===== src/rtl/button_conditioner_pkg.sv =====
// Shared constants for the button conditioner: button index map, default
// channel count, default debounce window and debounce counter width.
package button_conditioner_pkg;

   localparam int BTN_SEL1  = 0;
   localparam int BTN_CONF1 = 1;
   localparam int BTN_SEL2  = 2;
   localparam int BTN_CONF2 = 3;
   localparam int BTN_START = 4;

   localparam int N_BTN_DEF     = 5;
   localparam int DB_CYCLES_DEF = 1000000;
   localparam int CNT_W         = 20;

endpackage


===== src/rtl/button_conditioner_debounce_channel.sv =====
// One conditioned input: 2-flop synchronizer, stability counter, debounced
// level and registered rise/fall pulses.
module debounce_channel
   import button_conditioner_pkg::*;
#(
   parameter int DB_CYCLES = DB_CYCLES_DEF
) (
   input  logic clk,
   input  logic rst_n,
   input  logic raw,
   output logic lvl,
   output logic press,
   output logic rel
);

   localparam logic [CNT_W-1:0] LAST = CNT_W'(DB_CYCLES - 1);

   logic             sync_p0;
   logic             sync_p1;
   logic             stable;
   logic [CNT_W-1:0] cnt;
   logic             done;

   // The window closes when the synchronized value has differed for DB_CYCLES edges.
   assign done = (sync_p1 != stable) && (cnt == LAST);

   always_ff @(posedge clk or negedge rst_n) begin
      if (!rst_n) begin
         sync_p0 <= 1'b0;
         sync_p1 <= 1'b0;
         stable  <= 1'b0;
         cnt     <= '0;
         press   <= 1'b0;
         rel     <= 1'b0;
      end else begin
         sync_p0 <= raw;
         sync_p1 <= sync_p0;
         press   <= done &  sync_p1;
         rel     <= done & ~sync_p1;
         if ((sync_p1 == stable) || done)
            cnt <= '0;
         else
            cnt <= cnt + CNT_W'(1);
         if (done)
            stable <= sync_p1;
      end
   end

   assign lvl = stable;

endmodule


===== src/rtl/button_conditioner.sv =====
// Debounces the push buttons and the mode switch feeding the game top level;
// buttons yield level plus press/release pulses, mode yields a level only.
module button_conditioner
   import button_conditioner_pkg::*;
#(
   parameter int DB_CYCLES = DB_CYCLES_DEF,
   parameter int N_BTN     = N_BTN_DEF
) (
   input  logic             clk,
   input  logic             rst_n,
   input  logic [N_BTN-1:0] btn_raw,
   input  logic             mode_raw,
   output logic [N_BTN-1:0] btn_lvl,
   output logic [N_BTN-1:0] btn_press,
   output logic [N_BTN-1:0] btn_release,
   output logic             mode_lvl
);

   logic mode_press_unused;
   logic mode_release_unused;

   for (genvar i = 0; i < N_BTN; i++) begin : g_btn
      debounce_channel #(.DB_CYCLES(DB_CYCLES)) u_ch (
         .clk   (clk),
         .rst_n (rst_n),
         .raw   (btn_raw[i]),
         .lvl   (btn_lvl[i]),
         .press (btn_press[i]),
         .rel   (btn_release[i])
      );
   end

   // The mode switch is consumed as a level, so its edge pulses go nowhere.
   debounce_channel #(.DB_CYCLES(DB_CYCLES)) u_mode (
      .clk   (clk),
      .rst_n (rst_n),
      .raw   (mode_raw),
      .lvl   (mode_lvl),
      .press (mode_press_unused),
      .rel   (mode_release_unused)
   );

endmodule


===== config.mk =====
export PLATFORM = sky130hd
export DESIGN_NAME = button_conditioner
export DESIGN_NICKNAME = d
export VERILOG_FILES = /design/src/rtl/button_conditioner_pkg.sv /design/src/rtl/button_conditioner_debounce_channel.sv /design/src/rtl/button_conditioner.sv
export SDC_FILE = /design/constraint.sdc
export NUM_CORES = 1
export LEC_CHECK = 0
export ABC_AREA = 1
export BUFFER_PORTS_ARGS = -buffer_cell sky130_fd_sc_hd__buf_4
export CAP_MARGIN = 15
export CELL_PAD_IN_SITES_DETAIL_PLACEMENT = 1
export CELL_PAD_IN_SITES_GLOBAL_PLACEMENT = 1
export CORE_UTILIZATION = 42
export CTS_CLUSTER_DIAMETER = 100
export DETAILED_ROUTE_END_ITERATION = 8
export GPL_ROUTABILITY_DRIVEN = 1
export PLACE_DENSITY_LB_ADDON = 0.1
export SYNTH_ARGS = -nofsm -noshare
export SYNTH_HDL_FRONTEND = slang
export SYNTH_SLANG_ARGS = --single-unit

===== constraint.sdc =====
create_clock -name clk -period 1.4 [get_ports clk]
set_input_delay 0.42 -clock clk [delete_from_list [all_inputs] [get_ports clk]]
set_output_delay 0.42 -clock clk [all_outputs]
set_load 0.05 [all_outputs]

==> impl_metrics.py <==
metrics = {
    "finish": {
        "design_area_um2": 10900,
        "seqCellArea_um2": 3730,
        "layout-drive-gt1-share_pct": 32.2,
        "diodes": 0,
        "layout-area-overhead-vs-synth_pct": 37.1,
        "multiInputGateArea_um2": 4250,
        "final_nets": 1220,
        "fillers": 2163,
    },
    "synth": {
        "post_synth_instance_area_um2": 7920,
        "ys_types": 25,
        "synth_fa_ha_area_share_pct": 0.948,
        "share_of_the_synthesized_netlist_area_taken_by_xor_and_xnor_gates_pct": 7.62,
        "synth_ff_type": "sky130_fd_sc_hd__dfrtp_1",
        "synth_compound_gate_area_share_pct": 1.58,
        "post_synth_mux_area_share_pct": 0,
        "average_size_of_a_mapped_cell_um2": 7.61,
        "nets_in_the_synthesized_netlist": 1055,
        "synthDominantAreaCellType": "sky130_fd_sc_hd__dfrtp_1",
        "async_flop_share_pct": 100,
        "yosysSeqAreaShare_pct": 46.8,
        "postSynthRegisterBits": 148,
        "synth-edff-count": 0,
        "synthesized_instance_count": 1041,
        "synth_top_area_share_pct": 46.8,
        "synth-warning-count": 0,
        "yosys.area_share.simple_pct": 35.0,
        "cell_types_occupying_the_most_area_after_synthesis": "sky130_fd_sc_hd__dfrtp_1 (47%), sky130_fd_sc_hd__nor2_1 (13%), sky130_fd_sc_hd__nand2_1 (12%)",
        "largest_family_of_logic_cells_by_synthesized_area": "simple AND/OR/NAND/NOR gates",
    },
    "power_and_ir_drop": {
        "worst_ir_drop_vdd_v": 0.000902,
        "power_leakage_nw": 4.95,
        "powerDensity_nw_per_um2": 933,
        "report.power.total_mw": 10.1,
    },
    "route": {
        "drtIter0Drc": 253,
        "wire_per_inst_um": 15.7,
        "sum_of_routed_wire_length_over_all_layers_um": 22600,
        "detailed_route_via_count": 7201,
        "detail_route.drc_violations": 0,
        "vias_per_cell": 4.98,
        "detailedRoute.firstPassIterationCount": 4,
        "route.antenna.remaining_nets": 0,
    },
    "setup_path": {
        "path_class": "flip-flop to flip-flop",
        "worst_setup_start_kind": "flip-flop",
        "critical_path_arrival_ns": 1.81,
        "timing.critical_path.fanout_max": 5,
        "cp-end-kind": "flip-flop",
        "worst_ep_required_time_ns": 1.76,
    },
    "job": {
        "maxCapViolCount": 0,
    },
    "worst_hold_path": {
        "holdCritPathClass": "primary input to flip-flop",
    },
    "placement": {
        "place.port_buffers": 23,
        "gp_routability_congestion": 0.831,
        "place_hpwl_um": 14400,
        "placed_cell_area_um2": 8880,
    },
    "run_status": {
        "failing_checks": "negative setup slack",
        "status": "complete, but fails checks",
    },
    "global_routing": {
        "grt.met1_usage_pct": 29.6,
        "antenna_found_initial": 0,
        "grtUsageMet3_pct": 3.65,
        "grt_most_used_layer": "met2",
        "largest_net_degree_at_the_start_of_global_routing": 41,
        "number_of_global_route_vias_before_repair": 7547,
        "track_usage_pct": 23.2,
        "global_route_wire_length_before_repair_um": 36200,
        "grt_overflow": 0,
        "grt_util_met2_pct": 40.6,
    },
    "sta": {
        "drv_slew": 0,
        "fin_crit_sh_pct": 104,
        "final_report_hold_violation_count": 0,
        "tightestPinTransition_ns": 0.374,
        "tns_ns": -0.626,
        "slew_hr_pct": 74.9,
        "post-route-worst-setup-slack_ns": -0.0499,
        "finalSetupViolCount": 31,
        "worst_clock_skew_ns": 0.0171,
        "grt_setup_unrepaired": "true",
        "timing.fmax_mhz": 690,
        "post-route-min-period_ns": 1.45,
    },
    "floorplan": {
        "pin_count": 24,
        "start_util_pct": 43.5,
        "die_w_um": 139,
        "fp.coreArea_um2": 18200,
        "floorplan.die.height_um": 139,
        "die_area_um2": 19400,
        "rows": 49,
    },
    "cts": {
        "cts_num_sinks": 148,
        "clock-root-buffer": "sky130_fd_sc_hd__clkbuf_16",
        "cts_tree": "yes",
        "cts.reportedPaths.clkPinSlew_ns": 0.06,
        "clock_tree.buffer_depth": 2,
        "cts-htree-levels": 4,
        "cts_inserted_buffers": 17,
        "clkLatencyLatePin_ns": 0.43,
    },
}
==> cell type report <==
cell class	count	share of cell area, %
Multi-Input combinational cell	755	39.2
Sequential cell	148	34.4
Timing Repair Buffer	167	13.6
Clock buffer	21	4.24
Inverter	117	4.07
Tap cell	229	2.64
Clock inverter	9	1.86
==> kinds of logic after synthesis <==
kind of cell | count (synthesis)
buffers and inverters | 140
adders and majority gates | 6
xor gates and xnor gates | 68
AOI/OAI and AO/OA | 22
and+or+nand+nor | 657
DFF | 148
==> per-layer routing <==
metal  up-vias  part of all wire, %
met5         -                    0
met4         0                  1.4
met3        28                  1.6
met2        65                   51
met1      3594                   46
li1       3514                    -
==> report_power, final <==
group / leakage [nW] / switching, mW / internal, mW
logic: 2.64 / 0.294 / 0.210
registers: 1.99 / 0.0547 / 4.34
clock network: 0.319 / 1.81 / 3.42
==> synth_stat cells (5+ instances only) <==
| cell | n |
|---|---|
| sky130_fd_sc_hd__nor2_1 | 264 |
| sky130_fd_sc_hd__buf_4 | 17 |
| sky130_fd_sc_hd__xnor2_1 | 25 |
| sky130_fd_sc_hd__dfrtp_1 | 148 |
| sky130_fd_sc_hd__nor3_1 | 9 |
| sky130_fd_sc_hd__ha_1 | 6 |
| sky130_fd_sc_hd__nand2_2 | 7 |
| sky130_fd_sc_hd__o21bai_1 | 6 |
| sky130_fd_sc_hd__o21ai_0 | 9 |
| sky130_fd_sc_hd__xor2_1 | 42 |
| sky130_fd_sc_hd__nor2_2 | 8 |
| sky130_fd_sc_hd__nand3_1 | 84 |
| sky130_fd_sc_hd__nor2_4 | 5 |
| sky130_fd_sc_hd__nand2_1 | 250 |
| sky130_fd_sc_hd__buf_6 | 5 |
| sky130_fd_sc_hd__nand4_1 | 14 |
| sky130_fd_sc_hd__inv_1 | 117 |
| sky130_fd_sc_hd__a21oi_1 | 7 |
==> stage by stage <==
stage                     utilization (%)  cells  hold slack (ns)  setup WS [ns]
after floorplan                         -   1041            0.124        0.00578
after global placement               48.7   1354            0.296        -0.0557
after detailed placement             48.7   1354            0.297         -0.118
after CTS                            55.0   1408           0.0824        -0.0635
after global routing                 59.6   1446           0.0842         -0.120
final                                59.6   1446           0.0986        -0.0499
==> worst paths after layout <==
check	slack [ns]	endpoint	from	depth (start not counted)
setup / recovery	-0.05	u_mode.cnt[14]	u_mode.cnt[0]	9
hold / removal	0.1	u_mode.sync_p0	mode_raw	1
setup reg to reg	-0.05	u_mode.cnt[14]	u_mode.cnt[0]	9
hold reg to reg	0.35	g_btn[0].u_ch.sync_p1	g_btn[0].u_ch.sync_p0	0
max in group asynchronous	0.47	g_btn[0].u_ch.cnt[2]	rst_n	3
min in group asynchronous	0.41	g_btn[4].u_ch.cnt[16]	rst_n	2
==> flip-flops by register name (all words and copies together) (netlist names) <==
| register | count |
|---|---|
| g_btn.u_ch.sync_p0 | 5 |
| g_btn.u_ch.sync_p1 | 5 |
| g_btn.u_ch.rel | 5 |
| u_mode.cnt | 20 |
| u_mode.sync_p1 | 1 |
| g_btn.u_ch.press | 5 |
| u_mode.sync_p0 | 1 |
| g_btn.u_ch.cnt | 100 |
| g_btn.u_ch.lvl | 5 |
| u_mode.lvl | 1 |
==> timing repair <==
| action | in CTS | in global routing |
|---|---|---|
| hold buffers | 1 | 0 |
| endpoints found under the setup margin | 96 | 137 |
| gates cloned | 2 | 2 |
| buffers inserted | 21 | 36 |
| gates resized for setup | 71 | 167 |
| endpoints found under the hold margin | 17 | 0 |
| pin swaps | 18 | 53 |
==> layout by cell type (no fill, tap or decap), types with 4 or more instances in the layout <==
master,n
sky130_fd_sc_hd__xnor2_1,23
sky130_fd_sc_hd__nor3_4,4
sky130_fd_sc_hd__nand2_2,24
sky130_fd_sc_hd__nand3_2,19
sky130_fd_sc_hd__bufinv_16,6
sky130_fd_sc_hd__ha_2,5
sky130_fd_sc_hd__clkbuf_16,19
sky130_fd_sc_hd__buf_4,126
sky130_fd_sc_hd__dfrtp_2,21
sky130_fd_sc_hd__buf_12,5
sky130_fd_sc_hd__inv_2,12
sky130_fd_sc_hd__a21oi_1,7
sky130_fd_sc_hd__o21bai_1,6
sky130_fd_sc_hd__nand2_1,224
sky130_fd_sc_hd__nor2_2,54
sky130_fd_sc_hd__nand3_1,63
sky130_fd_sc_hd__nand3_4,6
sky130_fd_sc_hd__dfrtp_1,127
sky130_fd_sc_hd__nor2_1,201
sky130_fd_sc_hd__o21ai_0,7
sky130_fd_sc_hd__nand2_4,11
sky130_fd_sc_hd__inv_1,104
sky130_fd_sc_hd__buf_6,32
sky130_fd_sc_hd__xor2_1,38
sky130_fd_sc_hd__xor2_2,5
sky130_fd_sc_hd__nand4_1,14
sky130_fd_sc_hd__nor3_1,4
sky130_fd_sc_hd__nor2_4,22
sky130_fd_sc_hd__nor3_2,4
==> critical path: stages, from the launching register on <==
cell	delay (ns)
sky130_fd_sc_hd__dfrtp_1	0.37
sky130_fd_sc_hd__ha_2	0.22
sky130_fd_sc_hd__nand2_4	0.07
sky130_fd_sc_hd__nor2_4	0.15
sky130_fd_sc_hd__nand2_4	0.10
sky130_fd_sc_hd__nor2_4	0.17
sky130_fd_sc_hd__nand2_2	0.07
sky130_fd_sc_hd__nand2_1	0.08
sky130_fd_sc_hd__nand2_1	0.08
sky130_fd_sc_hd__nor2_2	0.08
Power figures use the tool's default switching activity.
